**src/rtl/writeback_commit_queue_pkg.sv**
```systemverilog
// Shared definitions for the writeback commit queue.
//   ADDR_W / DATA_W / UNIT_W : register address, data and unit-code widths
//   FX_UNIT_CODE             : default unit code whose reg2 slot carries CR/XER bits
//   wb_entry_t               : one queued register-file write {is_cond, addr, val}
package writeback_commit_queue_pkg;

  localparam int unsigned ADDR_W = 6;
  localparam int unsigned DATA_W = 64;
  localparam int unsigned UNIT_W = 2;

  localparam logic [UNIT_W-1:0] FX_UNIT_CODE = 2'd0;

  typedef struct packed {
    logic              is_cond;
    logic [ADDR_W-1:0] addr;
    logic [DATA_W-1:0] val;
  } wb_entry_t;

endpackage

```
**src/rtl/writeback_commit_queue_if.sv**
```systemverilog
// Writeback bundle from execution plus the register-file write port and stall.
//   master : execution/testbench side (drives the bundle, receives the write port)
//   slave  : the commit queue
// Forwarding lookup signals exist only when WB_FORWARD_EN is defined.
interface writeback_commit_queue_if;
  import writeback_commit_queue_pkg::*;

  logic [UNIT_W-1:0] functionalUnitCode_i;
  logic              reg1WritebackEnable_i;
  logic              reg2WritebackEnable_i;
  logic [ADDR_W-1:0] reg1WritebackAddress_i;
  logic [ADDR_W-1:0] reg2WritebackAddress_i;
  logic [DATA_W-1:0] reg1WritebackVal_i;
  logic [DATA_W-1:0] reg2WritebackVal_i;
  logic              stall_o;
  logic              wrEnable_o;
  logic              wrIsCond_o;
  logic [ADDR_W-1:0] wrAddress_o;
  logic [DATA_W-1:0] wrValue_o;
  logic              overflow_o;
`ifdef WB_FORWARD_EN
  logic [ADDR_W-1:0] fwdAddress_i;
  logic              fwdHit_o;
  logic [DATA_W-1:0] fwdValue_o;
`endif

  modport master (
    output functionalUnitCode_i, reg1WritebackEnable_i, reg2WritebackEnable_i,
    output reg1WritebackAddress_i, reg2WritebackAddress_i,
    output reg1WritebackVal_i, reg2WritebackVal_i,
    input  stall_o, wrEnable_o, wrIsCond_o, wrAddress_o, wrValue_o, overflow_o
`ifdef WB_FORWARD_EN
    , output fwdAddress_i
    , input  fwdHit_o, fwdValue_o
`endif
  );

  modport slave (
    input  functionalUnitCode_i, reg1WritebackEnable_i, reg2WritebackEnable_i,
    input  reg1WritebackAddress_i, reg2WritebackAddress_i,
    input  reg1WritebackVal_i, reg2WritebackVal_i,
    output stall_o, wrEnable_o, wrIsCond_o, wrAddress_o, wrValue_o, overflow_o
`ifdef WB_FORWARD_EN
    , input  fwdAddress_i
    , output fwdHit_o, fwdValue_o
`endif
  );
endinterface

```
**src/rtl/writeback_commit_queue_wb_fifo_2in1out.sv**
```systemverilog
// wb_fifo_2in1out: circular buffer taking up to two entries and releasing one per cycle.
//   clk, rst     : clock, synchronous active-high reset (pointers/count only)
//   push0/din0   : first entry this cycle
//   push1/din1   : second entry, stored behind din0 (only used together with push0)
//   pop / head   : release the oldest entry / oldest entry
//   count        : number of stored entries
//   entries, rd_ptr : raw storage view for forwarding (WB_FORWARD_EN only)
module wb_fifo_2in1out
  import writeback_commit_queue_pkg::*;
#(
  parameter int unsigned DEPTH = 8,
  parameter int unsigned PTR_W = $clog2(DEPTH),
  parameter int unsigned CNT_W = PTR_W + 1
) (
  input  logic             clk,
  input  logic             rst,
  input  logic             push0,
  input  logic             push1,
  input  wb_entry_t        din0,
  input  wb_entry_t        din1,
  input  logic             pop,
  output wb_entry_t        head,
  output logic [CNT_W-1:0] count
`ifdef WB_FORWARD_EN
  , output wb_entry_t        entries [DEPTH]
  , output logic [PTR_W-1:0] rd_ptr
`endif
);

  wb_entry_t        mem [DEPTH];
  logic [PTR_W-1:0] wr_ptr;
  logic [PTR_W-1:0] wr_ptr_p1;
  logic [PTR_W-1:0] rd_ptr_q;

  // Power-of-two depth: pointer arithmetic wraps naturally.
  assign wr_ptr_p1 = wr_ptr + PTR_W'(1);
  assign head      = mem[rd_ptr_q];

  always_ff @(posedge clk) begin
    if (push0) mem[wr_ptr]    <= din0;
    if (push1) mem[wr_ptr_p1] <= din1;
  end

  always_ff @(posedge clk) begin
    if (rst) begin
      wr_ptr   <= '0;
      rd_ptr_q <= '0;
      count    <= '0;
    end else begin
      wr_ptr   <= wr_ptr + PTR_W'(push0) + PTR_W'(push1);
      rd_ptr_q <= rd_ptr_q + PTR_W'(pop);
      count    <= count + CNT_W'(push0) + CNT_W'(push1) - CNT_W'(pop);
    end
  end

`ifdef WB_FORWARD_EN
  assign entries = mem;
  assign rd_ptr  = rd_ptr_q;
`endif

endmodule

```
**src/rtl/writeback_commit_queue.sv**
```systemverilog
// writeback_commit_queue: queues 0-2 register writes per cycle from the writeback
// bundle and drains them in order, one per cycle, to the register-file write port.
//   clock_i, reset_i : clock, synchronous active-high reset
//   wb (slave)       : writeback bundle in; wr* write port, stall_o, sticky overflow_o out
// Optional: define WB_FORWARD_EN to add the fwd* lookup (youngest pending GPR write).
module writeback_commit_queue
  import writeback_commit_queue_pkg::*;
#(
  parameter int unsigned       DEPTH        = 8,
  parameter int unsigned       STALL_MARGIN = 4,
  parameter logic [UNIT_W-1:0] FXUnitCode   = FX_UNIT_CODE
) (
  input  logic                    clock_i,
  input  logic                    reset_i,
  writeback_commit_queue_if.slave wb
);

  localparam int unsigned PTR_W = $clog2(DEPTH);
  localparam int unsigned CNT_W = PTR_W + 1;

  logic [CNT_W-1:0] count;
  logic [CNT_W-1:0] space;
  logic [CNT_W-1:0] n_req;
  logic             deq;
  logic             en1, en2;
  logic             push0, push1, drop;
  wb_entry_t        e1, e2, din0, head;

  logic              wr_en_q, wr_cond_q, ovf_q;
  logic [ADDR_W-1:0] wr_addr_q;
  logic [DATA_W-1:0] wr_val_q;

`ifdef WB_FORWARD_EN
  wb_entry_t        entries [DEPTH];
  logic [PTR_W-1:0] rd_ptr;
`endif

  assign en1 = wb.reg1WritebackEnable_i;
  assign en2 = wb.reg2WritebackEnable_i;

  always_comb begin
    e1 = '{is_cond: 1'b0, addr: wb.reg1WritebackAddress_i, val: wb.reg1WritebackVal_i};
    e2 = '{is_cond: (wb.functionalUnitCode_i == FXUnitCode),
           addr: wb.reg2WritebackAddress_i, val: wb.reg2WritebackVal_i};
  end

  // Space includes the slot freed by this cycle's dequeue, so full + deq + 1 enq fits.
  assign deq   = (count != '0);
  assign space = CNT_W'(DEPTH) - count + CNT_W'(deq);
  assign n_req = CNT_W'(en1) + CNT_W'(en2);

  // Entries are compacted in slot order: slot1 (if valid) always goes first.
  assign din0  = en1 ? e1 : e2;
  assign push0 = (en1 | en2) && (space != '0);
  assign push1 = en1 && en2 && (space >= CNT_W'(2));
  assign drop  = (n_req > space);

  wb_fifo_2in1out #(
    .DEPTH (DEPTH)
  ) u_fifo (
    .clk     (clock_i),
    .rst     (reset_i),
    .push0   (push0),
    .push1   (push1),
    .din0    (din0),
    .din1    (e2),
    .pop     (deq),
    .head    (head),
    .count   (count)
`ifdef WB_FORWARD_EN
    , .entries (entries)
    , .rd_ptr  (rd_ptr)
`endif
  );

  always_ff @(posedge clock_i) begin
    if (reset_i) begin
      wr_en_q   <= 1'b0;
      wr_cond_q <= 1'b0;
      wr_addr_q <= '0;
      wr_val_q  <= '0;
      ovf_q     <= 1'b0;
    end else begin
      wr_en_q <= deq;
      if (deq) begin
        wr_cond_q <= head.is_cond;
        wr_addr_q <= head.addr;
        wr_val_q  <= head.val;
      end
      if (drop) ovf_q <= 1'b1;
    end
  end

  assign wb.wrEnable_o = wr_en_q;
  assign wb.wrIsCond_o = wr_cond_q;
  assign wb.wrAddress_o = wr_addr_q;
  assign wb.wrValue_o  = wr_val_q;
  assign wb.overflow_o = ovf_q;
  assign wb.stall_o    = (CNT_W'(DEPTH) - count) < CNT_W'(STALL_MARGIN);

`ifdef WB_FORWARD_EN
  // Scan oldest to youngest so later matches win; the entry on wr* is older than all queued ones.
  always_comb begin
    logic [PTR_W-1:0] idx;
    wb.fwdHit_o   = 1'b0;
    wb.fwdValue_o = '0;
    idx           = '0;
    if (wr_en_q && !wr_cond_q && (wr_addr_q == wb.fwdAddress_i)) begin
      wb.fwdHit_o   = 1'b1;
      wb.fwdValue_o = wr_val_q;
    end
    for (int unsigned i = 0; i < DEPTH; i++) begin
      idx = rd_ptr + PTR_W'(i);
      if ((CNT_W'(i) < count) && !entries[idx].is_cond &&
          (entries[idx].addr == wb.fwdAddress_i)) begin
        wb.fwdHit_o   = 1'b1;
        wb.fwdValue_o = entries[idx].val;
      end
    end
  end
`endif

endmodule
```
**src/flat_wrapper.sv**
```systemverilog
// flat-port wrapper written by rule: the top's interface ports become plain ports
module writeback_commit_queue_flat import writeback_commit_queue_pkg::*;
#(
  parameter int unsigned       DEPTH        = 8,
  parameter int unsigned       STALL_MARGIN = 4,
  parameter logic [UNIT_W-1:0] FXUnitCode   = FX_UNIT_CODE
)
  (clock_i, reset_i, wb_functionalUnitCode_i, wb_reg1WritebackEnable_i, wb_reg2WritebackEnable_i, wb_reg1WritebackAddress_i, wb_reg2WritebackAddress_i, wb_reg1WritebackVal_i, wb_reg2WritebackVal_i, wb_stall_o, wb_wrEnable_o, wb_wrIsCond_o, wb_wrAddress_o, wb_wrValue_o, wb_overflow_o);
  writeback_commit_queue_if wb_i ();
  input  logic clock_i;
  input  logic reset_i;
  input wire logic [$bits(wb_i.functionalUnitCode_i)-1:0] wb_functionalUnitCode_i;
  input wire logic [$bits(wb_i.reg1WritebackEnable_i)-1:0] wb_reg1WritebackEnable_i;
  input wire logic [$bits(wb_i.reg2WritebackEnable_i)-1:0] wb_reg2WritebackEnable_i;
  input wire logic [$bits(wb_i.reg1WritebackAddress_i)-1:0] wb_reg1WritebackAddress_i;
  input wire logic [$bits(wb_i.reg2WritebackAddress_i)-1:0] wb_reg2WritebackAddress_i;
  input wire logic [$bits(wb_i.reg1WritebackVal_i)-1:0] wb_reg1WritebackVal_i;
  input wire logic [$bits(wb_i.reg2WritebackVal_i)-1:0] wb_reg2WritebackVal_i;
  output wire logic [$bits(wb_i.stall_o)-1:0] wb_stall_o;
  output wire logic [$bits(wb_i.wrEnable_o)-1:0] wb_wrEnable_o;
  output wire logic [$bits(wb_i.wrIsCond_o)-1:0] wb_wrIsCond_o;
  output wire logic [$bits(wb_i.wrAddress_o)-1:0] wb_wrAddress_o;
  output wire logic [$bits(wb_i.wrValue_o)-1:0] wb_wrValue_o;
  output wire logic [$bits(wb_i.overflow_o)-1:0] wb_overflow_o;
  assign wb_i.functionalUnitCode_i = wb_functionalUnitCode_i;
  assign wb_i.reg1WritebackEnable_i = wb_reg1WritebackEnable_i;
  assign wb_i.reg2WritebackEnable_i = wb_reg2WritebackEnable_i;
  assign wb_i.reg1WritebackAddress_i = wb_reg1WritebackAddress_i;
  assign wb_i.reg2WritebackAddress_i = wb_reg2WritebackAddress_i;
  assign wb_i.reg1WritebackVal_i = wb_reg1WritebackVal_i;
  assign wb_i.reg2WritebackVal_i = wb_reg2WritebackVal_i;
  assign wb_stall_o = wb_i.stall_o;
  assign wb_wrEnable_o = wb_i.wrEnable_o;
  assign wb_wrIsCond_o = wb_i.wrIsCond_o;
  assign wb_wrAddress_o = wb_i.wrAddress_o;
  assign wb_wrValue_o = wb_i.wrValue_o;
  assign wb_overflow_o = wb_i.overflow_o;
  writeback_commit_queue #(.DEPTH(DEPTH), .STALL_MARGIN(STALL_MARGIN), .FXUnitCode(FXUnitCode)) u_core (.clock_i(clock_i), .reset_i(reset_i), .wb(wb_i));
endmodule
```
**config.mk**
```make
export PLATFORM = sky130hd
export DESIGN_NAME = writeback_commit_queue_flat
export DESIGN_NICKNAME = d
export VERILOG_FILES = /design/src/rtl/writeback_commit_queue_pkg.sv /design/src/rtl/writeback_commit_queue_if.sv /design/src/rtl/writeback_commit_queue_wb_fifo_2in1out.sv /design/src/rtl/writeback_commit_queue.sv /design/src/flat_wrapper.sv
export SDC_FILE = /design/constraint.sdc
export NUM_CORES = 1
export LEC_CHECK = 0
export CAP_MARGIN = 40
export CORE_MARGIN = 8
export CORE_UTILIZATION = 30
export DETAILED_ROUTE_END_ITERATION = 16
export DONT_BUFFER_PORTS = 1
export GPL_ROUTABILITY_DRIVEN = 0
export PLACE_DENSITY_LB_ADDON = 0.2
export SYNTH_ARGS = -nofsm -noshare
export SYNTH_HDL_FRONTEND = slang
export SYNTH_SLANG_ARGS = --single-unit
```
**constraint.sdc**
```tcl
create_clock -name clock_i -period 17.3 [get_ports clock_i]
set_clock_uncertainty 0.2 [all_clocks]
set_input_delay 5.19 -clock clock_i [delete_from_list [all_inputs] [get_ports clock_i]]
set_output_delay 5.19 -clock clock_i [all_outputs]
set_load 0.005 [all_outputs]
```
==> impl_metrics.json, run 1 <==
{
  "status": "finished, final reports clean",
  "layout.cells.non_filler": 3346,
  "ir_worst_vdd_uv": 150,
  "holdPathEnd": "u_core.wb.overflow_o",
  "crit_path_end_kind": "register",
  "dp_hpwl_um": 57000,
  "io_buffers": 0,
  "rsz0062_at_grt": "no",
  "required_ns": 17.36,
  "synth_cells": 1878,
  "drive_gt1_share_pct": 48.4,
  "crit_top_cell": "buf_4",
  "slowest_delay_ns": 0.67,
  "clk_pin_slew_ns": 0.05,
  "path_buf_inv": 3,
  "ant_nets": 0,
  "via_per_inst": 5.13,
  "arrival_ns": 8.44,
  "chipHeight_um": 344,
  "holdPathStages": 2,
  "initial_core_util_pct": 30.2,
  "crit_type": "input port to register",
  "fin_crit_ns": 8.38,
  "routedWlPerCell_um": 27.7,
  "vias": 17152,
  "synth_cell_type_count": 36,
  "clock_path_buffers": 3,
  "grt.total_usage_pct": 15.5,
  "setup_violations": 0,
  "drv_slew": 0,
  "crit_slowest_cell": "nor2b_1",
  "syn-cell-area_um2": 32400,
  "finalHoldViolCount": 0,
  "synth-edff-count": 568,
  "ctsResizeCount": 0,
  "final_cell_mix": "mux2_2 (580), edfxtp_1 (568), mux4_2 (142)",
  "cts_root_buf": "clkbuf_16",
  "cts_num_sinks": 651,
  "antenna_found_initial": 12,
  "dieArea_um2": 119000,
  "ff2ff_setup_slack_ns": 12.36,
  "cp-startpoint": "wb_reg1WritebackEnable_i",
  "avgSynthCellArea_um2": 17.2,
  "nets": 2042,
  "cts_tree": "yes",
  "critPathLaunchType": "input port",
  "hp-start": "u_core.wb.overflow_o",
  "final-seq-area_um2": 18700,
  "fin_setup_tns_ns": 0,
  "drtIter0Drc": 860,
  "critical_path.top_delay_family": "buffers and inverters",
  "grt_pass1_wl_um": 135000,
  "maxSlewHeadroom_pct": 40.6,
  "yosys_warnings": 0,
  "crit_chain": "ha_1 -> nor2b_1 -> nand3_4 -> buf_4 -> buf_16 -> o31ai_4 -> buf_4",
  "power_density_nw_per_um2": 160,
  "grt_pass1_vias": 18847,
  "area_delta_synth_final_pct": 13.0,
  "synth.ff_latch_count": 651,
  "synth_ff_type": "edfxtp_1",
  "routed_wl_um": 92600,
  "grt_overflow": 0,
  "die_w_um": 344,
  "clock_latency_ns": 0.65,
  "numCtsBuffers": 80,
  "p_leak_nw": 12.0,
  "dp_cells": 3197,
  "syn-num-nets": 2044,
  "cts_hold_buf": 0,
  "multiInputGateArea_um2": 12800,
  "rows": 120,
  "io_pins": 220,
  "drc": 0,
  "grt_max_degree": 84,
  "maxCapViolations": 0,
  "cp_max_fo": 81,
  "post-cts-setup-buffer-count": 0,
  "min_period_over_period_pct": 48.4,
  "seq_area_frac_synth_pct": 57.8,
  "fillers": 10172,
  "ctsHtreeMaxLevel": 3,
  "clock.fmax_mhz": 119,
  "min_path_type": "register to register",
  "synthArstFlopShare_pct": 0,
  "coreArea_um2": 107000,
  "final_common_cell": "mux2_2",
  "rr_endpoint": "u_core.u_fifo.mem[3][27]",
  "ff2ff_path_depth": 12,
  "first_pass_iters": 5,
  "tightest_slew_ns": 0.891,
  "timing.rr.start": "u_core.u_fifo.count[0]"
}
-- state kept, by name, summed over array words and instances (netlist names) --
name                    count
u_core.u_fifo.count         4
u_core.u_fifo.mem         568
u_core.u_fifo.rd_ptr_q      3
u_core.u_fifo.wr_ptr        3
u_core.wb.overflow_o        1
u_core.wb.wrAddress_o       6
u_core.wb.wrEnable_o        1
u_core.wb.wrIsCond_o        1
u_core.wb.wrValue_o        64
-- logic make-up (layout without fill, tap and decap cells) --
family | count (synthesis) | in the layout | share of synthesized area (%)
flops | 651 | 651 | 57.8
other cells | 0 | 2 | 0
compound gates | 94 | 94 | 2.08
xor+xnor | 10 | 10 | 0.317
mux | 843 | 843 | 34.3
simple gates | 112 | 112 | 1.89
fa+ha+maj | 20 | 20 | 0.843
buf+inv | 148 | 211 | 2.77
-- cells in the mapped netlist (13+ instances only) --
| library cell | instances | area [um2] |
|---|---|---|
| mux2_1 | 26 | 293 |
| ha_1 | 17 | 213 |
| mux2_4 | 24 | 360 |
| edfxtp_1 | 568 | 17100 |
| buf_6 | 28 | 315 |
| a211oi_1 | 71 | 533 |
| mux4_2 | 142 | 3200 |
| a21oi_1 | 13 | 65.1 |
| buf_4 | 28 | 210 |
| clkbuf_1 | 49 | 184 |
| mux2i_1 | 71 | 711 |
| mux2_2 | 580 | 6530 |
| nor2_1 | 80 | 300 |
| buf_2 | 20 | 100 |
| inv_1 | 14 | 52.6 |
| dfxtp_1 | 83 | 1660 |
-- report_power, final --
part | internal (W) | switching, W
sequential | 0.00222 | 0.000175
combinational | 0.000788 | 0.00106
clock | 0.000944 | 0.000681
-- through the flow --
step / utilization (%) / setup slack [ns] / cell area [um2] / hold slack (ns) / total power (W)
after global placement: 31.4 / 8.44 / 33600 / 0.273 / 0.00425
after global routing: 34.2 / 8.89 / 36600 / 0.322 / 0.00618
after CTS: 34.2 / 9.04 / 36600 / 0.278 / 0.00599
final: 34.2 / 8.92 / 36600 / 0.276 / 0.00587
after floorplan: - / 2.69 / 32400 / 0.242 / 0.00374
after detailed placement: 31.8 / 8.35 / 34100 / 0.269 / 0.00434
-- how the worst max path moves through the flow --
stage,to,slack (ns),cells after the start
2_1_floorplan,u_core.u_fifo.mem[2][0],2.69,7
4_1_cts,u_core.u_fifo.mem[3][24],9.04,7
3_5_place_dp,u_core.u_fifo.mem[3][27],8.35,7
5_1_grt,u_core.u_fifo.mem[3][60],8.89,7
6_report,u_core.u_fifo.mem[3][27],8.92,7
3_3_place_gp,u_core.u_fifo.mem[3][27],8.44,6
-- worst min-delay path, delay by kind of cell (launching register included) --
kind | cells | cell delay [ns]
buffers and inverters | 1 | 0.06
AO/OA/AOI/OAI | 1 | 0.05
flip-flops | 1 | 0.33
-- cell type report --
class                   count  area share [%]
clock buffers             117            6.30
clock inverters            30           0.636
inverters                  14           0.144
multi-input cells        1079            35.1
diodes                      2          0.0137
well taps                1403            4.80
flip-flops and latches    651            51.2
repair buffers             50            1.83
-- per-layer routing --
metal / GRT usage, % / wire length (um) / vias to the layer above
met3: 3.44 / 4930 / 123
met5: 0 / 13 / -
met2: 26.6 / 46000 / 370
li1: - / - / 7583
met1: 19.9 / 40000 / 9074
met4: 3.67 / 1720 / 2
Power figures use the tool's default switching activity.
==> run 2, diff against run 1 <==
==> constraint.sdc (replaced) <==
create_clock -name clock_i -period 8.1 [get_ports clock_i]
set_clock_uncertainty 0.2 [all_clocks]
set_input_delay 2.43 -clock clock_i [delete_from_list [all_inputs] [get_ports clock_i]]
set_output_delay 2.43 -clock clock_i [all_outputs]
set_load 0.005 [all_outputs]
==> impl_metrics.json, run 2 (synthesis gave the netlist of run 1 again) <==
{
  "maxSlewHeadroom_pct": 43.2,
  "cts_tree": "yes",
  "cts_num_sinks": 651,
  "status": "finished, final reports clean",
  "power_density_nw_per_um2": 342,
  "rsz0062_at_grt": "no",
  "ir_worst_vdd_uv": 216,
  "crit_path_end_kind": "register",
  "clock.fmax_mhz": 190,
  "min_period_over_period_pct": 65.0,
  "tightest_slew_ns": 0.852,
  "crit_type": "input port to register",
  "fin_crit_ns": 5.26,
  "fillers": 10159,
  "clock_path_buffers": 3,
  "top_register": "u_core.u_fifo.mem",
  "drtIter0Drc": 983,
  "worst_hold_slack_ns": 0.274,
  "io_pins": 220,
  "rows": 120,
  "coreArea_um2": 107000,
  "setup_slack_ns": 2.84,
  "cts_hold_buf": 0,
  "p_leak_nw": 11.9,
  "final_common_cell": "mux2_2",
  "ant_nets": 0,
  "min_path_type": "register to register",
  "final_cell_mix": "mux2_2 (580), edfxtp_1 (568), mux4_2 (142)",
  "via_per_inst": 5.10,
  "largest_register_ffs": 568,
  "drc": 0,
  "layout.cells.non_filler": 3351,
  "dp_hpwl_um": 56200,
  "cp_max_fo": 80,
  "grt_pass1_wl_um": 135000,
  "critPathLaunchType": "input port",
  "nets": 2040,
  "maxCapViolations": 0,
  "grt_max_degree": 86,
  "vias": 17102,
  "first_pass_iters": 4,
  "antenna_found_initial": 17,
  "dp_worst_setup_slack_ns": 2.17,
  "grt.total_usage_pct": 15.6,
  "dp_cells": 3195,
  "required_ns": 8.28,
  "cts_root_buf": "clkbuf_16",
  "grt_pass1_vias": 18405,
  "area_delta_synth_final_pct": 12.7,
  "final_util_pct": 34.1,
  "clk_pin_slew_ns": 0.05,
  "die_w_um": 344,
  "finalHoldViolCount": 0,
  "numCtsBuffers": 80,
  "drive_gt1_share_pct": 47.9,
  "post-cts-setup-buffer-count": 0,
  "routed_wl_um": 94000,
  "drv_slew": 0,
  "ctsResizeCount": 0,
  "dieArea_um2": 119000,
  "initial_core_util_pct": 30.2,
  "routedWlPerCell_um": 28.1,
  "io_buffers": 0,
  "chipHeight_um": 344,
  "arrival_ns": 5.45,
  "setup_violations": 0,
  "clock_latency_ns": 0.65,
  "ctsHtreeMaxLevel": 3,
  "grt_overflow": 0
}
==> run 2: cell types whose count changed in the layout (fill, tap and decap cells not counted), sizes merged <==
cell / before / now
clkbuf: 117 / 103
clkinv: 24 / 34
buf: 50 / 48
clkinvlp: 2 / 1
bufinv: 1 / 3
diode: 2 / 9
inv: 17 / 20
==> run 2: where the power goes <==
part           internal (W)  leakage (nW)  total, W  switching [W]
logic               0.00168          4.78   0.00397        0.00229
clock network       0.00195          1.20   0.00342        0.00148
registers           0.00473          5.90   0.00510       0.000365
total               0.00836          11.9    0.0125        0.00413
==> run 2: critical path: stages <==
cell     delay [ns]
ha_1           0.47
nor2b_1        0.66
nand3_4        0.74
buf_4          0.63
mux2_1         0.41
==> run 2: metrics by stage <==
step,power (W),cell area [um2],setup TNS (ns)
2_1_floorplan,0.00792,32400,-470.26
3_3_place_gp,0.00912,33700,0
3_5_place_dp,0.00928,34000,0
4_1_cts,0.0128,36500,0
5_1_grt,0.0131,36500,0
6_report,0.0125,36500,0
==> run 2: metal layers <==
metal,track usage [%],part of all wire [%],up-vias
met5,0,0.053,-
met4,3.59,2.0,8
met3,4.67,6.7,117
met2,26.9,50,352
met1,19.1,42,9018
li1,-,-,7607
==> run 2: path summary, 6_finish.rpt <==
check | end | slack, ns | startpoint | depth (start not counted)
min reg2reg | u_core.wb.overflow_o | 0.27 | u_core.wb.overflow_o | 2
max reg2reg | u_core.u_fifo.mem[6][34] | 3.22 | u_core.u_fifo.count[1] | 11
min | u_core.wb.overflow_o | 0.27 | u_core.wb.overflow_o | 2
max | u_core.u_fifo.mem[7][65] | 2.84 | wb_reg1WritebackEnable_i | 5
==> run 2: layout make-up <==
| cell class | instances | area [um2] | share of cell area, % |
|---|---|---|---|
| Clock inverter | 44 | 340 | 0.933 |
| Timing Repair Buffer | 48 | 581 | 1.59 |
| Sequential cell | 651 | 18700 | 51.3 |
| Tap cell | 1403 | 1760 | 4.81 |
| Clock buffer | 103 | 2110 | 5.78 |
| Inverter | 14 | 52.6 | 0.144 |
| Multi-Input combinational cell | 1079 | 12900 | 35.3 |
| Antenna cell | 9 | 22.5 | 0.0617 |
==> run 3, diff against run 2 <==
==> constraint.sdc (replaced) <==
create_clock -name clock_i -period 4.85 [get_ports clock_i]
set_clock_uncertainty 0.2 [all_clocks]
set_input_delay 1.455 -clock clock_i [delete_from_list [all_inputs] [get_ports clock_i]]
set_output_delay 1.455 -clock clock_i [all_outputs]
set_load 0.005 [all_outputs]
==> impl_metrics.json, run 3 (synthesis gave the netlist of run 1 again) <==
{
  "status": "finished, final reports clean",
  "min_period_over_period_pct": 77.0,
  "io_buffers": 0,
  "io_pins": 220,
  "largest_register_ffs": 568,
  "die_w_um": 344,
  "seqPwrFrac_pct": 41.3,
  "dp_hpwl_um": 51900,
  "final_cell_mix": "mux2_2 (580), edfxtp_1 (568), mux4_2 (142)",
  "final_util_pct": 34.1,
  "routed_wl_um": 91600,
  "cp_max_fo": 25,
  "tightest_slew_ns": 0.820,
  "drive_gt1_share_pct": 47.8,
  "maxSlewHeadroom_pct": 45.3,
  "cts_tree": "yes",
  "initial_core_util_pct": 30.2,
  "crit_chain": "inv_1 -> ha_1 -> nand2_4 -> ha_1 -> xor2_1 -> nor2_1 -> nand3_4 -> nand4_4 -> o21ai_4 -> buf_12",
  "clock_path_buffers": 3,
  "power_density_nw_per_um2": 568,
  "comb_power_share_pct": 31.7,
  "internal-power_w": 0.0140,
  "p_leak_nw": 11.8,
  "ir_worst_vdd_uv": 460,
  "coreArea_um2": 107000,
  "swShare_pct": 32.3,
  "crit_slowest_cell": "nand4_4",
  "cts_num_sinks": 651,
  "clk_pin_slew_ns": 0.06,
  "ctsResizeCount": 0,
  "via_per_inst": 5.08,
  "maxCapViolations": 0,
  "fillers": 10069,
  "setup_violations": 0,
  "rows": 120,
  "routedWlPerCell_um": 27.5,
  "nets": 2032,
  "critical_path.top_delay_family": "simple AND/OR/NAND/NOR gates",
  "antenna_found_initial": 11,
  "finalHoldViolCount": 0,
  "required_ns": 4.95,
  "clock_latency_ns": 0.63,
  "final-seq-area_um2": 18700,
  "path_buf_inv": 2,
  "dieArea_um2": 119000,
  "crit_top_cell": "ha_1",
  "post-cts-setup-buffer-count": 0,
  "min_path_type": "register to register",
  "crit_path_end_kind": "register",
  "grt_pass1_vias": 18272,
  "grt_pass1_wl_um": 131000,
  "grt_overflow": 0,
  "grt_max_degree": 145,
  "clock.fmax_mhz": 268,
  "drc": 0,
  "clockPowerShare_pct": 26.9,
  "drv_slew": 0,
  "first_pass_iters": 5,
  "slowest_delay_ns": 0.60,
  "drtIter0Drc": 982,
  "crit_type": "register to register",
  "cts_root_buf": "clkbuf_16",
  "fin_setup_tns_ns": 0,
  "ant_nets": 0,
  "area_delta_synth_final_pct": 12.8,
  "grt.total_usage_pct": 15.1,
  "critPathLaunchType": "register",
  "final_common_cell": "mux2_2",
  "ctsHtreeMaxLevel": 3,
  "p_sw_w": 0.00670,
  "fin_crit_ns": 3.74,
  "cts_hold_buf": 0,
  "arrival_ns": 3.83,
  "chipHeight_um": 344,
  "vias": 16945,
  "top_register": "u_core.u_fifo.mem",
  "numCtsBuffers": 76,
  "multiInputGateArea_um2": 12900,
  "rsz0062_at_grt": "no"
}
-- run 3: changes by cell type in the layout (fill, tap and decap cells not counted), moves of 5 or more --
cell and change:
buf_4 -15, clkbuf_8 +7, diode_2 -5, clkbuf_1 +11
clkinv_1 -13, clkinv_2 -7, buf_12 +14
-- run 3: worst paths after layout --
kind | startpoint | to | slack, ns | cells after the start
hold / removal | u_core.wb.overflow_o | u_core.wb.overflow_o | 0.27 | 2
setup reg to reg | u_core.u_fifo.count[1] | u_core.u_fifo.mem[0][8] | 1.11 | 10
setup / recovery | u_core.u_fifo.count[1] | u_core.u_fifo.mem[0][8] | 1.11 | 10
hold reg to reg | u_core.wb.overflow_o | u_core.wb.overflow_o | 0.27 | 2
-- run 3: layout make-up --
cell class              count  share of cell area (%)
inverters                  14                   0.151
clock inverters            21                   0.576
flip-flops and latches    651                    51.3
repair buffers             44                    1.81
multi-input cells        1079                    35.4
diodes                      4                  0.0274
clock buffers             118                    5.95
well taps                1403                    4.81
-- run 3: through the flow --
stage	area [um2]	setup WS, ns	total power [W]	instances	hold WS [ns]
2_1_floorplan	32600	-0.550	0.0132	1878	0.242
3_3_place_gp	34000	0.681	0.0153	3188	0.276
3_5_place_dp	34100	0.685	0.0155	3191	0.271
4_1_cts	36500	1.02	0.0211	3330	0.285
5_1_grt	36500	0.857	0.0218	3331	0.336
6_report	36500	1.11	0.0207	3334	0.274
-- run 3: worst min-delay path: cells and delay by family (launching register included) --
| family | cells | cell delay (ns) |
|---|---|---|
| AO/OA/AOI/OAI | 1 | 0.05 |
| buffers and inverters | 1 | 0.05 |
| flip-flops | 1 | 0.33 |
-- run 3: per-layer routing --
metal | vias to the layer above | track usage (%) | routed length, um
met5 | - | 0 | 13
met4 | 2 | 3.78 | 1640
met3 | 85 | 3.31 | 5140
met2 | 366 | 25.9 | 45000
met1 | 8939 | 19.4 | 39800
li1 | 7553 | - | -
-- run 3: power by group through the flow --
stage / registers (W) / logic [W] / clock network, W
global route: 0.00874 / 0.00714 / 0.00593
detailed placement: 0.00873 / 0.00676 / 0
floorplan: 0.00838 / 0.00481 / 0
CTS: 0.00862 / 0.00679 / 0.00574
global placement: 0.00871 / 0.00661 / 0
finish: 0.00857 / 0.00658 / 0.00558
